File: src/rtl/seq_detect_ctrl_if.sv
// Word-stream handshake between the host side and the pattern detector front end.
interface seq_detect_ctrl_if #(
  parameter int DATA_W = 8
);
  logic              s_valid;
  logic [DATA_W-1:0] s_data;
  logic              s_ready;

  modport master (output s_valid, s_data, input s_ready);
  modport slave  (input s_valid, s_data, output s_ready);
endinterface

File: src/rtl/seq_detect_ctrl.sv
// Serializes accepted words MSB-first, matches a programmable overlapping pattern
// on the bit stream, counts hits and raises a sticky threshold interrupt.
module seq_detect_ctrl #(
  parameter int DATA_W  = 8,
  parameter int PAT_MAX = 8,
  parameter int CNT_W   = 8
) (
  input  logic               clk,
  input  logic               rst,
  input  logic               cfg_we,
  input  logic [PAT_MAX-1:0] cfg_pattern,
  input  logic [3:0]         cfg_len,
  input  logic [CNT_W-1:0]   cfg_thresh,
  output logic               cfg_err,
  seq_detect_ctrl_if.slave   s,
  output logic               bit_out,
  output logic               bit_valid,
  output logic               busy,
  output logic               hit,
  output logic [CNT_W-1:0]   hit_cnt,
  output logic               irq,
  input  logic               irq_clr
);

  localparam int IW = (DATA_W > 1) ? $clog2(DATA_W) : 1;
  localparam logic [IW-1:0] LAST_IDX = IW'(DATA_W - 1);
  localparam logic [3:0] PAT_MAX_L = 4'(PAT_MAX);

  localparam logic [0:0] IDLE  = 1'b0;
  localparam logic [0:0] SHIFT = 1'b1;

  logic [0:0]         state;
  logic [DATA_W-1:0]  shreg;
  logic [IW-1:0]      idx;
  logic [PAT_MAX-1:0] pattern;
  logic [PAT_MAX-1:0] hist;
  logic [PAT_MAX-1:0] hist_next;
  logic [PAT_MAX-1:0] mask;
  logic [3:0]         len;
  logic [3:0]         len_clamped;
  logic [3:0]         seen;
  logic [3:0]         seen_next;
  logic [CNT_W-1:0]   thresh;
  logic [CNT_W-1:0]   cnt_next;
  logic               last_bit;
  logic               hs;
  logic               cfg_ok;
  logic               match;
  logic               bump;

  assign last_bit  = (state == SHIFT) && (idx == LAST_IDX);
  // Ready is gated by reset so every output reads 0 while rst is held.
  assign s.s_ready = !rst && ((state == IDLE) || last_bit);
  assign hs        = s.s_valid && s.s_ready;
  assign bit_valid = (state == SHIFT);
  assign busy      = bit_valid;
  assign bit_out   = bit_valid & shreg[DATA_W-1];
  assign cfg_ok    = cfg_we && (state == IDLE) && !hs;

  assign len_clamped = (cfg_len > PAT_MAX_L) ? PAT_MAX_L : cfg_len;
  assign hist_next   = {hist[PAT_MAX-2:0], shreg[DATA_W-1]};
  assign seen_next   = (seen < PAT_MAX_L) ? seen + 4'd1 : seen;

  always_comb begin
    mask = '0;
    for (int i = 0; i < PAT_MAX; i++) begin
      mask[i] = (i < int'(len));
    end
  end

  assign match    = bit_valid && (len != 4'd0) && (seen_next >= len) &&
                    (((hist_next ^ pattern) & mask) == '0);
  assign bump     = match && (hit_cnt != '1);
  assign cnt_next = hit_cnt + CNT_W'(1);

  always_ff @(posedge clk or posedge rst) begin
    if (rst) begin
      state <= IDLE;
      shreg <= '0;
      idx   <= '0;
    end else if (state == IDLE) begin
      if (hs) begin
        shreg <= s.s_data;
        idx   <= '0;
        state <= SHIFT;
      end
    end else if (last_bit) begin
      // A word offered on the last bit follows with no bubble.
      idx <= '0;
      if (hs) begin
        shreg <= s.s_data;
      end else begin
        state <= IDLE;
      end
    end else begin
      shreg <= shreg << 1;
      idx   <= idx + IW'(1);
    end
  end

  always_ff @(posedge clk or posedge rst) begin
    if (rst) begin
      pattern <= '0;
      len     <= '0;
      thresh  <= '0;
      hist    <= '0;
      seen    <= '0;
      hit     <= 1'b0;
      hit_cnt <= '0;
      irq     <= 1'b0;
      cfg_err <= 1'b0;
    end else begin
      cfg_err <= cfg_we && !cfg_ok;
      if (cfg_ok) begin
        pattern <= cfg_pattern;
        len     <= len_clamped;
        thresh  <= cfg_thresh;
        hist    <= '0;
        seen    <= '0;
        hit     <= 1'b0;
        hit_cnt <= '0;
        irq     <= 1'b0;
      end else begin
        hit <= match;
        if (bit_valid) begin
          hist <= hist_next;
          seen <= seen_next;
        end
        if (bump) begin
          hit_cnt <= cnt_next;
        end
        // Setting wins over a coincident clear.
        if (bump && (thresh != '0) && (cnt_next == thresh)) begin
          irq <= 1'b1;
        end else if (irq_clr) begin
          irq <= 1'b0;
        end
      end
    end
  end

endmodule

File: src/flat_wrapper.sv
// flat-port wrapper written by rule: the top's interface ports become plain ports
module seq_detect_ctrl_flat 
#(
  parameter int DATA_W  = 8,
  parameter int PAT_MAX = 8,
  parameter int CNT_W   = 8
)
  (clk, rst, cfg_we, cfg_pattern, cfg_len, cfg_thresh, cfg_err, bit_out, bit_valid, busy, hit, hit_cnt, irq, irq_clr, s_s_valid, s_s_data, s_s_ready);
  seq_detect_ctrl_if #(.DATA_W(DATA_W)) s_i ();
  input  logic clk;
  input  logic rst;
  input  logic cfg_we;
  input  logic [PAT_MAX-1:0] cfg_pattern;
  input  logic [3:0] cfg_len;
  input  logic [CNT_W-1:0] cfg_thresh;
  output logic cfg_err;
  output logic bit_out;
  output logic bit_valid;
  output logic busy;
  output logic hit;
  output logic [CNT_W-1:0] hit_cnt;
  output logic irq;
  input  logic irq_clr;
  input wire logic [$bits(s_i.s_valid)-1:0] s_s_valid;
  input wire logic [$bits(s_i.s_data)-1:0] s_s_data;
  output wire logic [$bits(s_i.s_ready)-1:0] s_s_ready;
  assign s_i.s_valid = s_s_valid;
  assign s_i.s_data = s_s_data;
  assign s_s_ready = s_i.s_ready;
  seq_detect_ctrl #(.DATA_W(DATA_W), .PAT_MAX(PAT_MAX), .CNT_W(CNT_W)) u_core (.clk(clk), .rst(rst), .cfg_we(cfg_we), .cfg_pattern(cfg_pattern), .cfg_len(cfg_len), .cfg_thresh(cfg_thresh), .cfg_err(cfg_err), .s(s_i), .bit_out(bit_out), .bit_valid(bit_valid), .busy(busy), .hit(hit), .hit_cnt(hit_cnt), .irq(irq), .irq_clr(irq_clr));
endmodule
File: config.mk
export PLATFORM = sky130hd
export DESIGN_NAME = seq_detect_ctrl_flat
export DESIGN_NICKNAME = d
export VERILOG_FILES = /design/src/rtl/seq_detect_ctrl_if.sv /design/src/rtl/seq_detect_ctrl.sv /design/src/flat_wrapper.sv
export SDC_FILE = /design/constraint.sdc
export NUM_CORES = 1
export LEC_CHECK = 0
export ABC_CLOCK_PERIOD_IN_PS = 2350
export CORE_MARGIN = 2
export CORE_UTILIZATION = 26
export CTS_CLUSTER_DIAMETER = 200
export DETAILED_ROUTE_END_ITERATION = 10
export PLACE_DENSITY = 0.45
export SLEW_MARGIN = 25
export SYNTH_ARGS = -nofsm -noshare
export SYNTH_HDL_FRONTEND = slang
export SYNTH_SLANG_ARGS = --single-unit
export TNS_END_PERCENT = 100
File: constraint.sdc
create_clock -name clk -period 2.35 [get_ports clk]
set_input_delay 0.5875 -clock clk [delete_from_list [all_inputs] [get_ports clk]]
set_output_delay 0.5875 -clock clk [all_outputs]
set_load 0.03 [all_outputs]
==> impl_metrics.sql, run 1 <==
INSERT INTO impl_metrics (metric_group, metric, value, unit) VALUES
('min_path', 'min_delay_worst_endpoint', 'u_core.shreg[5]', ''),
('logic_synthesis', 'yosys.cell_types.count', '44', ''),
('detailed_routing', 'drcViolationCount', '0', ''),
('setup_path', 'worst-r2r-cell-count', '8', ''),
('global_routing', 'vias_in_the_first_global_route', '2226', ''),
('min_path', 'holdCritPathClass', 'register to register', ''),
('timing', 'final.setup_skew', '0.01548', 'ns'),
('setup_path', 'critPathMaxStageDelay', '0.40', 'ns'),
('placed_design', 'placement.io_buffers', '47', ''),
('logic_synthesis', 'syn_area_per_cell', '9.395', 'um2'),
('cts', 'cts_buffers', '5', ''),
('timing', 'post-route-period-util', '100.7', '%'),
('timing', 'slew_headroom', '52.86', '%'),
('finish', 'postLayoutCellArea', '3692', 'um2'),
('timing', 'finalMaxSlewViolations', '0', ''),
('logic_synthesis', 'ys_dominant_reg_cell', 'sky130_fd_sc_hd__dfrtp_1', ''),
('job', 'cap_violations', '0', ''),
('detailed_routing', 'postRouteWirelength', '6.511', 'mm'),
('status', 'status', 'finished, violations left', ''),
('finish', 'fraction_of_final_layout_cells_with_drive_strength_greater_than_1', '15.82', '%'),
('logic_synthesis', 'synth_top_cell_by_area', 'sky130_fd_sc_hd__dfrtp_1', ''),
('setup_path', 'crit_path_cell_trace', 'ha_1, mux2_4, ha_4, a2111oi_4, nor4_4, nand3_4, or3_4, a21oi_2', ''),
('timing', 'setup-violations-final', '1', ''),
('logic_synthesis', 'asyncSetResetFlopFracSynth', '100.0', '%'),
('setup_path', 'timing.rr.end', 'u_core.hit_cnt[5]', ''),
('die', 'starting_density_of_the_core', '26.54', '%'),
('setup_path', 'endpoint_kind', 'register', ''),
('setup_path', 'worst_ep_arrival_time', '2.60', 'ns'),
('timing', 'timing.final.hold_violations', '0', ''),
('global_routing', 'global_route.overflow_total', '0', ''),
('placed_design', 'place_ws', '-0.08667', 'ns'),
('logic_synthesis', 'netlist.area_leader.share', '49.77', '%'),
('cts', 'cts-root-buf', 'sky130_fd_sc_hd__clkbuf_8', ''),
('setup_path', 'slowest_stage', 'sky130_fd_sc_hd__or3_4', ''),
('timing', 'timing.hold.ws', '0.4969', 'ns'),
('global_routing', 'grt_max_degree', '55', ''),
('finish', 'finalNonFillerCells', '490', ''),
('timing', 'setup_slack', '-0.01757', 'ns'),
('timing', 'max_slew.worst_pin.slew', '0.7071', 'ns'),
('global_routing', 'grt_util_all_layers', '12.35', '%'),
('global_routing', 'grt_pass1_wl', '11.18', 'mm'),
('logic_synthesis', 'number_of_synthesized_flops_with_an_enable_pin', '0', ''),
('die', 'area_inside_the_core_boundary', '10230', 'um2'),
('global_routing', 'initial_antenna_violation_count', '0', ''),
('timing', 'rsz_0062_raised_after_global_routing', 'true', ''),
('cts', 'clkSinkCount', '54', ''),
('logic_synthesis', 'mappedNetlistArea', '2715', 'um2'),
('detailed_routing', 'antenna_violating_nets_post_route', '0', ''),
('cts', 'cts_max_level', '2', ''),
('logic_synthesis', 'synth.ff_latch_count', '54', ''),
('power', 'power.static_leakage', '1.631', 'nW'),
('cts', 'clock_insertion_delay_worst_skew', '0.31', 'ns'),
('power', 'worst_ir_drop_vdd', '0.4498', 'mV'),
('cts', 'cts_tree', 'done', ''),
('detailed_routing', 'viasPerCell', '4.543', ''),
('status', 'failing_checks', 'negative setup slack', ''),
('finish', 'fin_nets', '394', ''),
('global_routing', 'globalRouteMet3Util', '2.330', '%'),
('placed_design', 'detailed_place.area', '3440', 'um2'),
('logic_synthesis', 'syn-num-nets', '330', ''),
('power', 'power_density', '1254', 'nW/um2'),
('timing', 'final.setup.tns', '-0.01757', 'ns'),
('die', 'io-pin-count', '48', ''),
('cts', 'ctsLongestPathBuffers', '2', ''),
('placed_design', 'finalWeightedCongestion', '0.7973', ''),
('finish', 'antennaDiodeCount', '0', ''),
('logic_synthesis', 'synth.area.top_cells', 'sky130_fd_sc_hd__dfrtp_1, sky130_fd_sc_hd__nand2_1, sky130_fd_sc_hd__xnor2_1', ''),
('die', 'chipWidth', '106.2', 'um'),
('finish', 'layout_commonest_cell', 'sky130_fd_sc_hd__nand2_1', ''),
('die', 'row_count', '37', ''),
('detailed_routing', 'drt_iter0_drc', '94', '');
layout make-up:
cell class	count	area, um2
Fill cell	1070	6539
Multi-Input combinational cell	215	1398
Sequential cell	54	1351
Timing Repair Buffer	70	648.1
Tap cell	136	170.2
Clock buffer	6	82.58
Inverter	7	30.03
Clock inverter	2	12.51
power breakdown:
part | internal [mW] | switching [mW] | total [mW]
combinational | 1.22 | 1.24 | 2.45
clock | 0.238 | 0.314 | 0.552
sequential | 1.31 | 0.314 | 1.62
total | 2.76 | 1.86 | 4.63
Yosys cell counts, types with 6 or more instances:
master,number
sky130_fd_sc_hd__clkbuf_1,6
sky130_fd_sc_hd__o22ai_1,6
sky130_fd_sc_hd__xnor2_1,17
sky130_fd_sc_hd__nand2_1,75
sky130_fd_sc_hd__o21ai_0,8
sky130_fd_sc_hd__dfrtp_1,54
sky130_fd_sc_hd__buf_2,6
sky130_fd_sc_hd__ha_1,8
sky130_fd_sc_hd__nand3b_1,6
sky130_fd_sc_hd__mux2i_1,6
sky130_fd_sc_hd__nor2_1,18
sky130_fd_sc_hd__nand3_1,9
sky130_fd_sc_hd__inv_1,6
sky130_fd_sc_hd__o21ai_1,7
per-layer routing:
layer  wire length, um  share of wire, %
met5                 0                 0
met4                82               1.3
met3               246               3.8
met2              2961                45
met1              3219                49
kinds of logic (layout without fill, tap and decap cells):
kind of cell | after synthesis | in the layout | share of synthesized area (%)
fa+ha+maj | 8 | 8 | 3.687
simple gates | 133 | 133 | 22.49
compound gates | 47 | 47 | 11.80
xor+xnor | 20 | 20 | 6.452
buf+inv | 20 | 85 | 3.180
mux | 7 | 7 | 2.627
flops | 54 | 54 | 49.77
sequential cells by signal (all words and copies together) (netlist names):
signal	flops
u_core.hit_cnt	8
u_core.pattern	8
u_core.shreg	8
u_core.thresh	8
u_core.hist	7
u_core.len	4
u_core.seen	4
u_core.idx	3
u_core.bit_valid	1
u_core.cfg_err	1
u_core.hit	1
u_core.irq	1
timing repair:
item | in CTS | in global routing
pin swaps | 4 | 8
buffers inserted | 3 | 2
gates resized for setup | 7 | 12
hold buffers | 0 | 0
setup endpoints to repair | 5 | 8
per-stage QoR:
stage / utilization [%] / power, mW
finish: 36.09 / 4.628
floorplan: - / 3.064
CTS: 35.18 / 4.462
detailed placement: 33.62 / 3.729
global placement: 33.62 / 3.701
global route: 36.09 / 5.037
critical path: cells and delay by family, from the launching register on:
kind,cells,cell delay (ns)
flip-flops,1,0.39
adder cells (fa/ha/maj),2,0.57
AND/OR/NAND/NOR,3,0.84
AO/OA/AOI/OAI,2,0.19
multiplexers,1,0.29
worst max-delay path by stage:
stage	start	endpoint	slack [ns]
after floorplan	rst	u_core.pattern[0]	-0.28
after global placement	u_core.seen[0]	u_core.hit_cnt[0]	-0.01
after detailed placement	u_core.seen[0]	u_core.hit_cnt[0]	-0.09
after CTS	u_core.seen[0]	u_core.hit_cnt[4]	-0.01
after global routing	u_core.seen[1]	u_core.hit_cnt[5]	-0.13
final	u_core.seen[1]	u_core.hit_cnt[5]	-0.02
(Power assumes the default switching activity.)
==> run 2: changes to the inputs <==
--- a/config.mk
+++ b/config.mk
@@ -10,6 +10,7 @@
 export CORE_UTILIZATION = 26
 export CTS_CLUSTER_DIAMETER = 200
 export DETAILED_ROUTE_END_ITERATION = 10
+export GPL_ROUTABILITY_DRIVEN = 0
 export PLACE_DENSITY = 0.45
 export SLEW_MARGIN = 25
 export SYNTH_ARGS = -nofsm -noshare
==> results of run 2 <==
No change in the layout: final DEF, timing and power equal those of run 1.
==> run 3: changes to the inputs <==
--- a/config.mk
+++ b/config.mk
@@ -7,11 +7,11 @@
 export LEC_CHECK = 0
 export ABC_CLOCK_PERIOD_IN_PS = 2350
 export CORE_MARGIN = 2
-export CORE_UTILIZATION = 26
-export CTS_CLUSTER_DIAMETER = 200
+export CORE_UTILIZATION = 49
+export CTS_BUF_LIST = sky130_fd_sc_hd__clkbuf_8
 export DETAILED_ROUTE_END_ITERATION = 10
 export GPL_ROUTABILITY_DRIVEN = 0
-export PLACE_DENSITY = 0.45
+export PLACE_DENSITY = 0.76
 export SLEW_MARGIN = 25
 export SYNTH_ARGS = -nofsm -noshare
 export SYNTH_HDL_FRONTEND = slang
==> impl_metrics.sql, run 3 (synthesis results as in run 1) <==
INSERT INTO impl_metrics (metric_group, metric, value, unit) VALUES
('min_path', 'whs_path_depth', '2', ''),
('cts', 'clock_insertion_delay_worst_skew', '0.30', 'ns'),
('detailed_routing', 'detail_route.first_pass.iterations', '4', ''),
('cts', 'worst_setup_hold_path_clk_slew', '0.09', 'ns'),
('cts', 'cts_buffers', '5', ''),
('cts', 'clkSinkCount', '54', ''),
('power', 'power_density', '1294', 'nW/um2'),
('detailed_routing', 'drcViolationCount', '0', ''),
('power', 'power.static_leakage', '1.623', 'nW'),
('setup_path', 'reg2reg_from', 'u_core.seen[0]', ''),
('power', 'final_total_pwr', '4.645', 'mW'),
('detailed_routing', 'postRouteWirelength', '5.653', 'mm'),
('detailed_routing', 'vias', '2230', ''),
('die', 'die_area', '6153', 'um2'),
('detailed_routing', 'antenna_violating_nets_post_route', '0', ''),
('setup_path', 'kind_of_cell_adding_the_most_delay_to_the_critical_path', 'simple AND/OR/NAND/NOR gates', ''),
('timing', 'max_slew.worst_pin.slew', '0.6546', 'ns'),
('timing', 'fmax', '0.4460', 'GHz'),
('finish', 'nFillCells', '452', ''),
('global_routing', 'global_route.overflow_total', '0', ''),
('die', 'io-pin-count', '48', ''),
('timing', 'post-route-period-util', '95.40', '%'),
('timing', 'finalMaxSlewViolations', '0', ''),
('cts', 'cts_tree', 'done', ''),
('timing', 'final.setup.tns', '0', 'ns'),
('die', 'chipWidth', '78.44', 'um'),
('detailed_routing', 'drt_iter0_drc', '138', ''),
('finish', 'finalNonFillerCells', '423', ''),
('min_path', 'holdCritPathClass', 'register to register', ''),
('finish', 'mostFrequentLayoutCells', 'sky130_fd_sc_hd__nand2_1, sky130_fd_sc_hd__dfrtp_1, sky130_fd_sc_hd__clkdlybuf4s50_1, sky130_fd_sc_hd__buf_4, sky130_fd_sc_hd__nor2_1', ''),
('finish', 'fin_nets', '392', ''),
('finish', 'finalCoreUtilization', '66.00', '%'),
('setup_path', 'worst_ep_arrival_time', '2.48', 'ns'),
('placed_design', 'placement.io_buffers', '47', ''),
('setup_path', 'endpoint_kind', 'register', ''),
('setup_path', 'timing.rr.end', 'u_core.hit_cnt[4]', ''),
('timing', 'final.setup_skew', '0.002098', 'ns'),
('setup_path', 'crit_path_cell_trace', 'ha_2, nand2b_4, xnor2_4, ha_4, o21a_1, o22ai_2, nor4_4, nand3_2, or3_1, a21oi_1', ''),
('setup_path', 'slowest_stage', 'sky130_fd_sc_hd__dfrtp_1', ''),
('finish', 'fraction_of_final_layout_cells_with_drive_strength_greater_than_1', '13.96', '%'),
('setup_path', 'critPathMaxStageDelay', '0.38', 'ns'),
('timing', 'slew_headroom', '56.36', '%'),
('setup_path', 'worst_setup_path_start_kind', 'register', ''),
('status', 'status', 'finished clean', ''),
('finish', 'layout_commonest_cell', 'sky130_fd_sc_hd__nand2_1', ''),
('cts', 'cts_max_level', '2', ''),
('finish', 'area_growth_syn_to_layout', '32.21', '%'),
('global_routing', 'grt_max_degree', '55', ''),
('timing', 'rsz_0062_raised_after_global_routing', 'true', ''),
('detailed_routing', 'viasPerCell', '5.272', ''),
('setup_path', 'worst-r2r-cell-count', '10', ''),
('timing', 'min_period', '2.242', 'ns'),
('min_path', 'hold_start', 'u_core.shreg[3]', ''),
('cts', 'ctsLongestPathBuffers', '2', ''),
('die', 'starting_density_of_the_core', '49.92', '%'),
('global_routing', 'initial_antenna_violation_count', '0', ''),
('finish', 'antennaDiodeCount', '0', ''),
('placed_design', 'placedCellCount', '413', ''),
('global_routing', 'grt_pass1_wl', '9.639', 'mm'),
('setup_path', 'timing.critical_path.fanout_max', '6', ''),
('cts', 'cts_hold_buf', '0', ''),
('power', 'worst_ir_drop_vdd', '0.7334', 'mV'),
('setup_path', 'rrSetupSlack', '0.11', 'ns'),
('min_path', 'min_delay_worst_endpoint', 'u_core.shreg[3]', ''),
('cts', 'cts-root-buf', 'sky130_fd_sc_hd__clkbuf_8', ''),
('setup_path', 'worstSetupPathType', 'register to register', ''),
('placed_design', 'dp.final_hpwl', '4.181', 'mm'),
('global_routing', 'grt_util_all_layers', '19.69', '%'),
('job', 'cap_violations', '0', ''),
('detailed_routing', 'wire_per_inst', '13.36', 'um'),
('global_routing', 'vias_in_the_first_global_route', '2146', ''),
('die', 'area_inside_the_core_boundary', '5439', 'um2'),
('setup_path', 'worst-path-buf-inv', '0', ''),
('die', 'dieHeight', '78.44', 'um'),
('timing', 'timing.final.hold_violations', '0', ''),
('setup_path', 'cp_data_required_time', '2.58', 'ns'),
('timing', 'setup-violations-final', '0', ''),
('die', 'row_count', '27', '');
[run 3: power by group]
part	switching, mW	leakage [nW]	internal [mW]	total (mW)
clock network	0.282	0.0573	0.341	0.623
registers	0.344	0.687	1.31	1.65
logic	1.18	0.879	1.19	2.37
total	1.80	1.62	2.84	4.65
[run 3: through the flow]
stage | setup WS (ns) | hold WS [ns] | cell area (um2)
2_1_floorplan | -0.2831 | 0.4463 | 2758
3_3_place_gp | 0.03633 | 0.4616 | 3359
3_5_place_dp | -0.03219 | 0.4633 | 3359
4_1_cts | 0.001374 | 0.4861 | 3488
5_1_grt | -0.02213 | 0.5047 | 3590
6_report | 0.1080 | 0.4825 | 3590
[run 3: how the worst max path moves through the flow]
| stage | from | to | slack [ns] | depth (start not counted) |
|---|---|---|---|---|
| floorplan | rst | u_core.pattern[0] | -0.28 | 9 |
| global placement | u_core.seen[0] | u_core.hit_cnt[0] | 0.04 | 9 |
| detailed placement | u_core.seen[0] | u_core.hit_cnt[0] | -0.03 | 9 |
| CTS | u_core.seen[0] | u_core.hit_cnt[5] | 0.001 | 8 |
| global route | u_core.seen[0] | u_core.hit_cnt[4] | -0.02 | 10 |
| finish | u_core.seen[0] | u_core.hit_cnt[4] | 0.11 | 10 |
[run 3: final cells by class]
cell class                      instances  area (um2)  share of cell area, %
Multi-Input combinational cell        215        1373                  38.24
Inverter                                7       30.03                 0.8365
Sequential cell                        54        1351                  37.64
Clock inverter                          1       30.03                 0.8365
Timing Repair Buffer                   68       633.1                  17.64
Tap cell                               72       90.09                  2.510
Clock buffer                            6       82.58                  2.300
[run 3: metal layers]
| metal | track usage [%] | up-vias | routed length [um] |
|---|---|---|---|
| li1 | - | 1104 | - |
| met1 | 26.42 | 1072 | 2625 |
| met2 | 32.41 | 48 | 2715 |
| met3 | 4.483 | 6 | 250 |
| met4 | 5.263 | 0 | 62 |
| met5 | 0 | - | 0 |
[run 3: timing repair]
| item | in CTS | in global routing |
|---|---|---|
| pin swaps | 2 | 11 |
| buffers inserted | 1 | 2 |
| resized for setup | 2 | 12 |
| setup endpoints to repair | 5 | 8 |
[run 3: worst register-to-register path, stage by stage, from the launching register on]
cell and delay, ns:
sky130_fd_sc_hd__dfrtp_1 0.38, sky130_fd_sc_hd__ha_2 0.20, sky130_fd_sc_hd__nand2b_4 0.07, sky130_fd_sc_hd__xnor2_4 0.16
sky130_fd_sc_hd__ha_4 0.26, sky130_fd_sc_hd__o21a_1 0.13, sky130_fd_sc_hd__o22ai_2 0.07, sky130_fd_sc_hd__nor4_4 0.25
sky130_fd_sc_hd__nand3_2 0.16, sky130_fd_sc_hd__or3_1 0.37, sky130_fd_sc_hd__a21oi_1 0.13
